`config.mk`:
```
export PLATFORM = sky130hd
export DESIGN_NAME = ccff_loader
export DESIGN_NICKNAME = d
export VERILOG_FILES = /design/src/rtl/ccff_loader.sv
export SDC_FILE = /design/constraint.sdc
export NUM_CORES = 1
export LEC_CHECK = 0
export CORE_ASPECT_RATIO = 0.5
export CORE_MARGIN = 3
export CORE_UTILIZATION = 30
export CTS_BUF_LIST = sky130_fd_sc_hd__clkbuf_8 sky130_fd_sc_hd__clkbuf_16
export CTS_CLUSTER_SIZE = 16
export DETAILED_ROUTE_END_ITERATION = 12
export GPL_TIMING_DRIVEN = 0
export PLACE_DENSITY = 0.56
export SETUP_SLACK_MARGIN = 0.2
export SYNTH_ARGS = -nofsm -noshare
export SYNTH_HDL_FRONTEND = slang
export SYNTH_SLANG_ARGS = --single-unit
```
`constraint.sdc`:
```
create_clock -name prog_clk -period 1.5 [get_ports prog_clk]
set_input_delay 0.3 -clock prog_clk [delete_from_list [all_inputs] [get_ports prog_clk]]
set_output_delay 0.3 -clock prog_clk [all_outputs]
set_load 0.05 [all_outputs]
```
`src/rtl/ccff_loader.sv`:
```
// ccff_loader: streams a word-wide configuration bitstream into a serial
// configuration flip-flop chain, LSB first, after holding the chain in reset.
// Optional loopback check on ccff_tail: define CCFF_LOADER_TAIL_CHECK_EN.
module ccff_loader #(
    parameter int unsigned CHAIN_LEN  = 1024,
    parameter int unsigned WORD_W     = 32,
    parameter int unsigned RST_CYCLES = 4
) (
    input  logic              prog_clk,
    input  logic              prog_reset_n,
    input  logic              start,
    input  logic [WORD_W-1:0] in_data,
    input  logic              in_valid,
    output logic              in_ready,
    input  logic              ccff_tail,
    output logic              ccff_head,
    output logic              shift_en,
    output logic              chain_reset,
    output logic              busy,
`ifdef CCFF_LOADER_TAIL_CHECK_EN
    output logic              done,
    output logic              tail_err
`else
    output logic              done
`endif
);

    localparam int unsigned CNT_W  = $clog2(CHAIN_LEN + 1);
    localparam int unsigned WCNT_W = (WORD_W > 1) ? $clog2(WORD_W) : 1;

    localparam logic [CNT_W-1:0]  LAST_BIT  = CNT_W'(CHAIN_LEN - 1);
    localparam logic [WCNT_W-1:0] LAST_WBIT = WCNT_W'(WORD_W - 1);
    localparam logic [7:0]        LAST_RST  = 8'(RST_CYCLES - 1);

    localparam logic [2:0] S_IDLE  = 3'd0;
    localparam logic [2:0] S_CRST  = 3'd1;
    localparam logic [2:0] S_WAIT  = 3'd2;
    localparam logic [2:0] S_SHIFT = 3'd3;
    localparam logic [2:0] S_DONE  = 3'd4;

    logic [2:0]        state;
    logic [WORD_W-1:0] shreg;
    logic [CNT_W-1:0]  bit_cnt;
    logic [WCNT_W-1:0] wbit_cnt;
    logic [7:0]        rst_cnt;

    // Sequencer: chain reset, word handshake, bit shifting and termination
    always_ff @(posedge prog_clk or negedge prog_reset_n) begin
        if (!prog_reset_n) begin
            state    <= S_IDLE;
            shreg    <= '0;
            bit_cnt  <= '0;
            wbit_cnt <= '0;
            rst_cnt  <= '0;
        end else begin
            case (state)
                S_IDLE, S_DONE: begin
                    if (start) begin
                        state   <= S_CRST;
                        bit_cnt <= '0;
                        rst_cnt <= '0;
                    end
                end
                S_CRST: begin
                    if (rst_cnt == LAST_RST) begin
                        state <= S_WAIT;
                    end else begin
                        rst_cnt <= rst_cnt + 8'd1;
                    end
                end
                S_WAIT: begin
                    if (in_valid) begin
                        shreg    <= in_data;
                        wbit_cnt <= '0;
                        state    <= S_SHIFT;
                    end
                end
                S_SHIFT: begin
                    shreg    <= shreg >> 1;
                    bit_cnt  <= bit_cnt + CNT_W'(1);
                    wbit_cnt <= wbit_cnt + WCNT_W'(1);
                    // Chain-full takes priority so a partially used word is dropped
                    if (bit_cnt == LAST_BIT) begin
                        state <= S_DONE;
                    end else if (wbit_cnt == LAST_WBIT) begin
                        state <= S_WAIT;
                    end
                end
                default: state <= S_IDLE;
            endcase
        end
    end

    // Output decode straight from state so reset forces every output low
    always_comb begin
        shift_en    = (state == S_SHIFT);
        chain_reset = (state == S_CRST);
        in_ready    = (state == S_WAIT);
        busy        = (state == S_CRST) || (state == S_WAIT) || (state == S_SHIFT);
        done        = (state == S_DONE);
        ccff_head   = (state == S_SHIFT) & shreg[0];
    end

`ifdef CCFF_LOADER_TAIL_CHECK_EN
    // Loopback check: a freshly reset chain must only ever shift out zeros
    always_ff @(posedge prog_clk or negedge prog_reset_n) begin
        if (!prog_reset_n) begin
            tail_err <= 1'b0;
        end else if ((state == S_IDLE || state == S_DONE) && start) begin
            tail_err <= 1'b0;
        end else if (state == S_SHIFT && ccff_tail) begin
            tail_err <= 1'b1;
        end
    end
`else
    logic unused_tail;
    assign unused_tail = ccff_tail;
`endif

endmodule

```
==> flow_summary.yaml <==
worst_setup_path:
  worst_ep_required_time_ns: 1.20
  arrival_ns: 1.46
  critPathMaxFanout: 4
  max_stage_delay_ns: 0.42
  path_cells: "or3b_1 -> buf_6 -> clkinvlp_4 -> buf_8"
  critPathKind: "reg2out"
  cp-start-kind: "flop"
  end_kind: "output port"
  crit_slowest_cell: "dfrtp_2"
drt:
  wirelength_um: 8220
  routedWlPerCell_um: 15.1
  final_antenna_net_count: 0
  drc: 0
  first_pass_iters: 5
  vias: 2650
  drt_iter0_drc: 94
  vias_per_cell: 4.85
cells_and_area:
  final_common_cell: "dfrtp_1"
  n_antenna_cell: 0
  drive_gt1_frac: 0.358
  nets: 452
  final_area_um2: 4960
  final_cells: 546
  utilization: 0.548
  area_growth_pct: 71.7
  mostFrequentLayoutCells: "dfrtp_1, nand2_1, o21ai_1"
  n_fill_cell: 734
synthesis:
  ys_ff_latch: 59
  syn_area_um2: 2890
  ys.flop_type: "dfrtp_1"
  syn-num-nets: 332
  ys_types: 40
  yosysSeqAreaShare: 0.511
  synth_warnings: 0
  synth_area_leaders: "dfrtp_1, mux2i_1, o21ai_0"
  yosysTopAreaCell: "dfrtp_1"
  syn_avg_cell_area_um2: 9.92
  synthCells: 291
  synth-edff-count: 0
  async_flop_share: 1.00
  yosysTopAreaCellShare: 0.511
sta:
  hold_viol_final: 0
  fin_crit_ns: 1.76
  worst_slack_ns: -0.265
  max_freq_ghz: 0.567
  whs_ns: 0.452
  slew_viol_final: 0
  period_share: 1.18
  fin_skew_ns: 0.00568
  worst_pin_slew_ns: 0.402
  final.setup.tns_ns: -6.57
  rsz0062_at_grt: "true"
  setup_viol: 59
  relSlewSlack: 0.731
clocking:
  cts_buffer_depth: 2
  cts_sinks: 59
  cts_tree: "done"
  cts_inserted_buffers: 9
  cts_root_buffer: "clkbuf_16"
  worstSkewPairLatency_ns: 0.33
  clk_pin_slew_ns: 0.05
  htree_levels: 3
grt:
  grt_max_degree: 36
  grt_pass1_vias: 2713
  grt_util_all_layers: 0.158
  antenna_found_initial: 0
  grt_pass1_wl_um: 13400
  gr-total-overflow: 0
place:
  place_ws_ns: -0.854
  post-place-cells: 463
  dpl_cell_area_um2: 3620
  gp_congestion: 0.750
  dp_hpwl_um: 4880
  portBuffers: 41
die:
  rows: 24
  dieArea_um2: 10900
  initial_utilization: 0.319
  dieHeight_um: 75.4
  die_x_um: 145
  core-area_um2: 9040
  io_pins: 43
power_and_ir_drop:
  finalPower_mw: 11.2
  power.leakage_nw: 2.23
  peakVddDrop_v: 0.00107
  power_density_nw_per_um2: 2260
hold_path:
  hp-class: "in2async"
run_status:
  violations: "setup timing"
  status: "complete, but fails checks"
job:
  max_cap_viol_count: 0
[timing repair]
action	4_1_cts	5_1_grt
hold buffers	1	0
endpoints found under the hold margin	21	0
cloned	6	0
resized for setup	162	22
pin swaps	24	20
setup endpoints to repair	64	66
setup buffers	41	19
[path summary, 6_finish.rpt]
check / from / end / slack [ns] / depth (start not counted)
worst min-delay path: prog_reset_n / shreg[23] / 0.45 / 2
worst min register to register: bit_cnt[6] / bit_cnt[6] / 0.47 / 1
max in group asynchronous: prog_reset_n / state[2] / 0.51 / 3
worst max register to register: state[2] / rst_cnt[4] / -0.21 / 9
worst max-delay path: state[2] / chain_reset / -0.26 / 4
min in group prog_clk: bit_cnt[6] / bit_cnt[6] / 0.47 / 1
[synth_stat cells, types with 2 or more instances]
library cell / count
mux2i_1: 37
a22o_1: 3
dfrtp_1: 59
and2_1: 2
a21oi_1: 5
ha_1: 4
a31oi_1: 3
and3_1: 5
nor2_1: 14
inv_1: 7
xnor2_1: 2
nand2_1: 47
a211oi_1: 2
buf_2: 5
nand4_1: 6
o21ai_0: 48
xor2_1: 4
clkbuf_1: 5
nor3_1: 5
nand3_1: 6
buf_4: 3
[layer usage]
layer	routed length (um)	vias to the layer above	share of wire	global-route usage
met4	123	0	0.015	0.0672
met2	4090	46	0.50	0.264
met1	3760	1316	0.46	0.203
met3	252	11	0.031	0.0351
li1	-	1277	-	-
met5	0	-	0	0
[cells by family (layout without fill, tap and decap cells)]
kind of cell / count (synthesis) / count (layout) / synth area share
compound gates: 70 / 70 / 0.140
xor+xnor: 6 / 6 / 0.0182
fa+ha+maj: 4 / 4 / 0.0173
buf+inv: 22 / 147 / 0.0347
flops: 59 / 59 / 0.511
mux: 37 / 37 / 0.128
simple gates: 93 / 93 / 0.151
[flip-flops by register name, summed over array words and instances, names as in the netlist]
name / count
bit_cnt: 11
rst_cnt: 8
shreg: 32
state: 3
wbit_cnt: 5
[power breakdown]
part / internal (mW) / leakage [nW] / switching, mW
Combinational: 3.65 / 1.34 / 2.86
Clock: 1.19 / 0.141 / 0.729
Sequential: 2.26 / 0.748 / 0.496
Total: 7.11 / 2.23 / 4.08
[final cells by class]
cell class | count | area [um^2] | share of cell area
multi-input cells | 210 | 1600 | 0.323
plain buffers | 14 | 214 | 0.0432
inverters | 8 | 41.3 | 0.00833
clock inverters | 5 | 27.5 | 0.00555
repair buffers | 109 | 1180 | 0.238
flip-flops and latches | 59 | 1480 | 0.298
clock buffers | 11 | 253 | 0.0510
well taps | 130 | 163 | 0.0328
[critical path, delay by kind of cell, from the launching register on]
family	cells	cell delay [ns]
simple gates	1	0.36
flops	1	0.42
buf+inv	3	0.35
No activity file was read; power rests on OpenSTA's default activity.
